**config.mk**
```make
export PLATFORM = sky130hd
export DESIGN_NAME = serial_add_ctrl
export DESIGN_NICKNAME = d
export VERILOG_FILES = /design/src/rtl/serial_add_ctrl_pkg.sv /design/src/rtl/serial_add_ctrl_fa_bit.sv /design/src/rtl/serial_add_ctrl.sv
export SDC_FILE = /design/constraint.sdc
export NUM_CORES = 1
export LEC_CHECK = 0
export CAP_MARGIN = 25
export CORE_ASPECT_RATIO = 0.5
export CORE_UTILIZATION = 35
export DETAILED_ROUTE_END_ITERATION = 8
export GPL_ROUTABILITY_DRIVEN = 0
export PLACE_DENSITY = 0.6
export RECOVER_POWER = 100
export SYNTH_ARGS = -nofsm -noshare
export SYNTH_HDL_FRONTEND = slang
export SYNTH_SLANG_ARGS = --single-unit
```
**constraint.sdc**
```tcl
create_clock -name clk -period 2.9 [get_ports clk]
set_input_delay 0.58 -clock clk [delete_from_list [all_inputs] [get_ports clk]]
set_output_delay 0.58 -clock clk [all_outputs]
set_load 0.03 [all_outputs]
```
**src/rtl/serial_add_ctrl_pkg.sv**
```systemverilog
// Shared types and sizing helpers for the bit-serial add/subtract controller.
package serial_add_ctrl_pkg;

  typedef enum logic [1:0] {
    IDLE = 2'd0,
    RUN  = 2'd1,
    DONE = 2'd2
  } sac_state_t;

  localparam int unsigned SAC_WIDTH_DEFAULT = 8;

  function automatic int unsigned sac_cnt_width(input int unsigned width);
    return (width < 2) ? 1 : $clog2(width);
  endfunction

  localparam int unsigned SAC_CNT_W = sac_cnt_width(SAC_WIDTH_DEFAULT);

endpackage

```
**src/rtl/serial_add_ctrl_fa_bit.sv**
```systemverilog
// Combinational 1-bit full adder cell shared across all bit positions.
module fa_bit (
  input  logic a,
  input  logic b,
  input  logic ci,
  output logic s,
  output logic co
);

  assign s  = a ^ b ^ ci;
  assign co = (a & b) | (ci & (a ^ b));

endmodule

```
**src/rtl/serial_add_ctrl.sv**
```systemverilog
// Bit-serial add/subtract sequencer: one full-adder cell, LSB first,
// start/busy/done handshake with registered results.
module serial_add_ctrl
  import serial_add_ctrl_pkg::*;
#(
  parameter int unsigned WIDTH = SAC_WIDTH_DEFAULT
) (
  input  logic             clk,
  input  logic             rst_n,
  input  logic             start,
  input  logic             sub,
  input  logic             cin,
  input  logic [WIDTH-1:0] a,
  input  logic [WIDTH-1:0] b,
  output logic             busy,
  output logic             done,
  output logic [WIDTH-1:0] sum,
  output logic             cout,
  output logic             overflow
);

  localparam int unsigned     CW       = sac_cnt_width(WIDTH);
  localparam logic [CW-1:0]   LAST_CNT = CW'(WIDTH - 1);

  sac_state_t       r_state;
  logic [WIDTH-1:0] r_a_sr;
  logic [WIDTH-1:0] r_b_sr;
  logic [WIDTH-1:0] r_res_sr;
  logic             r_carry;
  logic [CW-1:0]    r_cnt;
  logic             w_s;
  logic             w_co;

  fa_bit u_fa (
    .a  (r_a_sr[0]),
    .b  (r_b_sr[0]),
    .ci (r_carry),
    .s  (w_s),
    .co (w_co)
  );

  always_ff @(posedge clk or negedge rst_n) begin
    if (!rst_n) begin
      r_state  <= IDLE;
      r_a_sr   <= '0;
      r_b_sr   <= '0;
      r_res_sr <= '0;
      r_carry  <= 1'b0;
      r_cnt    <= '0;
      busy     <= 1'b0;
      done     <= 1'b0;
      sum      <= '0;
      cout     <= 1'b0;
      overflow <= 1'b0;
    end else begin
      case (r_state)
        IDLE: begin
          done <= 1'b0;
          if (start) begin
            // Subtract is a + ~b + 1: invert B on load and force carry-in.
            r_a_sr  <= a;
            r_b_sr  <= sub ? ~b : b;
            r_carry <= sub ? 1'b1 : cin;
            r_cnt   <= '0;
            busy    <= 1'b1;
            r_state <= RUN;
          end
        end
        RUN: begin
          r_res_sr <= {w_s, r_res_sr[WIDTH-1:1]};
          r_a_sr   <= {1'b0, r_a_sr[WIDTH-1:1]};
          r_b_sr   <= {1'b0, r_b_sr[WIDTH-1:1]};
          r_carry  <= w_co;
          r_cnt    <= r_cnt + 1'b1;
          if (r_cnt == LAST_CNT) begin
            // r_carry is the carry into the MSB; w_co is the carry out of it.
            sum      <= {w_s, r_res_sr[WIDTH-1:1]};
            cout     <= w_co;
            overflow <= r_carry ^ w_co;
            done     <= 1'b1;
            r_state  <= DONE;
          end
        end
        DONE: begin
          done    <= 1'b0;
          busy    <= 1'b0;
          r_state <= IDLE;
        end
        default: begin
          done    <= 1'b0;
          busy    <= 1'b0;
          r_state <= IDLE;
        end
      endcase
    end
  end

endmodule

```
==> results.yml, run 1 <==
outcome:
  outcome: "finished, final reports clean"
sta:
  fin_ws_ns: 0.610
  skew_ns: 0.00407
  final.min_clock_period_ns: 2.29
  tns_ns: 0
  fin_worst_hold_slack_ns: 0.404
  worstMarginPinSlew_ns: 0.898
  hold_viol_final: 0
  min_period_over_period_pct: 79.0
  rsz0062_at_grt: "false"
  drv_slew: 0
  fmax_ghz: 0.437
  setup_viol_count_final: 0
  timing.slew.headroom_pct: 40.1
drt:
  firstDrtPassIters: 4
  avgRoutedWirePerCell_um: 13.4
  drc: 0
  viasPerCell: 4.99
  drt_iter0_markers: 67
  vias: 1307
  ant_nets: 0
  wl_um: 3500
layout:
  diodes: 0
  post_route_cells_drive_above_1_share_pct: 15.1
  nNetsFinal: 215
  fillers: 475
  stdcell_area_um2: 2350
  area_delta_synth_final_pct: 25.1
  multiInputGateArea_um2: 768
  final-seq-area_um2: 1030
grt:
  antenna_found_initial: 0
  grt_pass1_wl_um: 5950
  grt_overflow: 0
  grt_pass1_vias: 1329
  grt_max_degree: 42
  track_usage_pct: 14.0
worst_setup_path:
  cp_max_fo: 9
  crit_arrival_ns: 2.47
  worstSetupStartpoint: "start"
  r2r-start: "r_state[1]"
  crit_type: "in2reg"
  end_kind: "register"
  crit_path_start_kind: "primary input"
  crit_required_ns: 3.08
floorplanning:
  io_pins: 33
  dieArea_um2: 5690
  row_count: 18
  coreArea_um2: 5040
  die_w_um: 106
  start_util_pct: 37.3
  die_y_um: 53.9
yosys:
  syn_inst: 159
  yosysWarnings: 0
  synth_compound_area_share_pct: 16.6
  synth.distinct_cells: 26
  syn_nets: 183
  synthAdderAreaFrac_pct: 2.39
  synth_top_family_by_area: "compound AO/OA/AOI/OAI gates"
  syn_area_um2: 1880
  synthMuxAreaShare_pct: 10.2
  synthSimpleGateAreaFrac_pct: 7.51
  synth_seq_cells: 41
  synth_xor_area_share_pct: 4.19
  ys_seq_area_share_pct: 54.5
  synth.avg_cell_area_um2: 11.8
placement:
  place_ws_ns: 0.568
  portBuffers: 32
  placed_area_um2: 2250
  hpwlAfterDp_um: 2430
clock_network:
  ctsResizeCount: 0
  cts_buffer_depth: 2
  htreeDepth: 2
  clk_latency_ns: 0.30
  cts_buffers: 5
  clkSinkCount: 41
  clk_pin_slew_ns: 0.08
  ctsHoldBuffers: 0
  cts_tree: "done"
  postCtsSetupRepairBufs: 0
  root_buffer: "clkbuf_8"
power:
  power_uw: 2370
  power_density_nw_per_um2: 1010
  leakage_uw: 0.000974
  vdd_ir_drop_max_uv: 353
worst_hold_path:
  hp-class: "in2async"
run:
  drv_cap: 0
## worst max-delay path, stage by stage
cell and delay, ns:
dlygate4sd3_1 0.70, clkbuf_1 0.38, nor2_1 0.16, or2_2 0.35, a221o_1 0.30
## state kept, by name (all words and copies together) (netlist names)
name / flops
cout: 1
overflow: 1
r_a_sr: 8
r_b_sr: 8
r_state: 2
sum: 8
r_carry: 1
busy: 1
r_res_sr: 7
done: 1
r_cnt: 3
## power breakdown
part | internal [uW] | switching (uW)
clock | 258 | 209
combinational | 450 | 445
sequential | 818 | 186
total | 1530 | 841
## worst paths after layout
path | to | slack [ns] | cells past startpoint
max | r_b_sr[1] | 0.61 | 5
max in group asynchronous | r_cnt[2] | 1.93 | 1
max reg2reg | r_res_sr[1] | 0.83 | 4
min in group clk | overflow | 0.48 | 2
min reg2reg | overflow | 0.48 | 2
min | r_a_sr[7] | 0.40 | 1
## cell type report
| type | instances | share of cell area (%) |
|---|---|---|
| inverter | 5 | 0.797 |
| timing repair buffer | 37 | 14.4 |
| sequential | 41 | 43.6 |
| tap | 70 | 3.72 |
| multi-input combinational | 101 | 32.6 |
| clock buffer | 5 | 2.92 |
| clock inverter | 3 | 1.97 |
## routing by layer
layer / up-vias / global-route usage, % / share of wire, %
li1: 628 / - / -
met1: 642 / 17.9 / 51
met2: 29 / 22.4 / 43
met3: 8 / 3.63 / 3.7
met4: 0 / 7.18 / 2.1
met5: - / 0 / 0
## synthesized netlist by cell type
cell type  count  area [um2]
nor2_1         2        7.51
o32ai_1        3        26.3
dfrtp_1       41        1030
a221o_1        4        40.0
o21a_1         1        7.51
clkbuf_1       3        11.3
a21oi_1       11        55.1
a22o_1         2        17.5
or3b_1         1        8.76
nand2_1        6        22.5
xnor2_1        8        70.1
buf_2          7        35.0
mux2_2        17         191
o21ai_0       12        60.1
nand2b_1       1        6.26
nand3b_1       1        7.51
fa_1           1        20.0
xor2_1         1        8.76
or2b_1         1        7.51
nor2b_1       11        68.8
ha_1           2        25.0
inv_1          5        18.8
a22oi_1       11        82.6
o211ai_1       3        22.5
buf_6          2        22.5
or2_2          2        12.5
## layout by cell type (no fill, tap or decap)
cell,instances
ha_1,2
xnor2_1,8
o21a_1,1
clkdlybuf4s50_1,18
nor2b_1,11
nand2b_1,1
nand3b_1,1
buf_4,1
nand2_1,6
or2_2,2
inv_1,5
xor2_1,1
bufinv_16,1
a22oi_1,11
a221o_1,4
fa_1,1
or2b_1,1
clkinvlp_4,1
a22o_1,2
buf_2,1
nor2_1,2
clkbuf_1,4
o21ai_0,12
o211ai_1,3
mux2_2,17
a21oi_1,11
clkbuf_8,5
dlygate4sd3_1,13
or3b_1,1
dfrtp_1,41
clkinv_4,1
o32ai_1,3
## metrics by stage
stage	cells	util, %
5_1_grt	262	46.7
2_1_floorplan	159	-
4_1_cts	262	46.9
3_3_place_gp	254	44.7
6_report	262	46.7
3_5_place_dp	254	44.7
## kinds of logic (layout without fill, tap and decap cells)
| logic type | Yosys count | count (layout) |
|---|---|---|
| fa+ha+maj | 3 | 3 |
| simple gates | 25 | 25 |
| xor+xnor | 9 | 9 |
| compound gates | 47 | 47 |
| flops | 41 | 41 |
| mux | 17 | 17 |
| buf+inv | 17 | 50 |
Note: power is estimated with default switching activity, not from simulation.
==> run 2: changes to the inputs <==
clock period = 2.2 ns   (was 2.9 ns; I/O delays follow)
==> run 2 against run 1 <==
Effect of this change: utilization is 0.27 points higher; via count is 1.9% higher; clock skew hardly changed; critical endpoint is now cout.
==> results.yml, run 2 (same netlist as run 1, synthesis figures left out) <==
sta:
  min_period_over_period_pct: 85.8
  final.min_clock_period_ns: 1.89
  fmax_ghz: 0.530
  tns_ns: 0
  fin_worst_hold_slack_ns: 0.390
  timing.slew.headroom_pct: 32.2
  setup_viol_count_final: 0
  worstMarginPinSlew_ns: 1.02
  skew_ns: 0.00456
  rsz0062_at_grt: "false"
  drv_slew: 0
  hold_viol_final: 0
layout:
  diodes: 0
  nNetsFinal: 218
  area_delta_synth_final_pct: 25.8
  layout_commonest_cell: "dfrtp_1"
  reg_top3: "r_a_sr x8, r_b_sr x8, sum x8"
  final_cell_mix: "dfrtp_1 (41), clkdlybuf4s50_1 (18), mux2_2 (17)"
  post_route_cells_drive_above_1_share_pct: 14.9
  fillers: 495
clock_network:
  cts_buffers: 5
  cts_buffer_depth: 2
  htreeDepth: 2
  clk_latency_ns: 0.29
  root_buffer: "clkbuf_8"
  cts_tree: "done"
  clkSinkCount: 41
  ctsResizeCount: 0
  postCtsSetupRepairBufs: 0
  ctsHoldBuffers: 0
  clk_pin_slew_ns: 0.08
drt:
  avgRoutedWirePerCell_um: 13.8
  ant_nets: 0
  vias: 1332
  firstDrtPassIters: 4
  drt_iter0_markers: 50
  wl_um: 3670
  drc: 0
  viasPerCell: 5.03
floorplanning:
  io_pins: 33
  die_y_um: 53.9
  start_util_pct: 37.3
  row_count: 18
  coreArea_um2: 5040
  dieArea_um2: 5690
  die_w_um: 106
grt:
  grt_pass1_vias: 1295
  grt_pass1_wl_um: 6190
  grt_max_degree: 42
  use_met3_pct: 4.36
  grt_overflow: 0
  antenna_found_initial: 0
  busiest_layer: "met2"
  track_usage_pct: 14.4
  globalRouteMet1Util_pct: 17.9
  grtUsageMet2_pct: 24.6
placement:
  portBuffers: 32
  hpwlAfterDp_um: 2530
power:
  vdd_ir_drop_max_uv: 452
  power_density_nw_per_um2: 1330
  leakage_uw: 0.000984
worst_setup_path:
  end_kind: "register"
  crit_required_ns: 2.38
  crit_arrival_ns: 2.07
  reg2reg_slack_ns: 0.31
  crit_type: "reg2reg"
  crit_path_start_kind: "register"
  worstSetupStartpoint: "r_cnt[0]"
  cp_max_fo: 12
  r2r_cells: 5
  r2r-start: "r_cnt[0]"
  timing.rr.end: "cout"
outcome:
  outcome: "finished, final reports clean"
run:
  drv_cap: 0
worst_hold_path:
  hp-class: "in2async"
## run 2: cell type report
| class | instances | area, um2 | area share, % |
|---|---|---|---|
| clock buffer | 7 | 86.3 | 3.65 |
| timing repair buffer | 40 | 350 | 14.8 |
| clock inverter | 1 | 30.0 | 1.27 |
| sequential | 41 | 1030 | 43.3 |
| inverter | 5 | 18.8 | 0.793 |
| multi-input combinational | 101 | 768 | 32.5 |
| tap | 70 | 87.6 | 3.70 |
## run 2: worst max path at each step
stage | endpoint | slack (ns) | cells after the start
2_1_floorplan | cout | 0.66 | 5
3_3_place_gp | r_b_sr[1] | 0.25 | 4
3_5_place_dp | r_b_sr[4] | 0.19 | 4
4_1_cts | sum[7] | 0.42 | 1
5_1_grt | r_a_sr[3] | 0.19 | 5
6_report | cout | 0.31 | 5
## run 2: critical path: stages, from the launching register on
cell,delay (ns)
dfrtp_1,0.39
ha_1,0.20
ha_1,0.21
nand3b_1,0.08
clkbuf_1,0.49
mux2_2,0.40
## run 2: routing by layer
metal  wire length (um)  share of wire (%)
met1               1780                 49
met3                148                4.0
met2               1680                 46
met4                 55                1.5
met5                  0                  0
## run 2: where the power goes
group | internal [uW] | leakage, uW | switching (uW)
Combinational | 596 | 0.000420 | 610
Clock | 370 | 0.0000585 | 258
Sequential | 1080 | 0.000505 | 230
## run 2: through the flow
step           power, uW  utilization (%)  cell area, um2  instances  setup WS, ns
2_1_floorplan       2190                -            1880        159         0.661
3_3_place_gp        2570             45.1            2280        257         0.254
3_5_place_dp        2610             45.1            2280        257         0.192
4_1_cts             3250             47.4            2390        265         0.416
5_1_grt             3380             46.9            2370        265         0.192
6_report            3140             46.9            2370        265         0.312
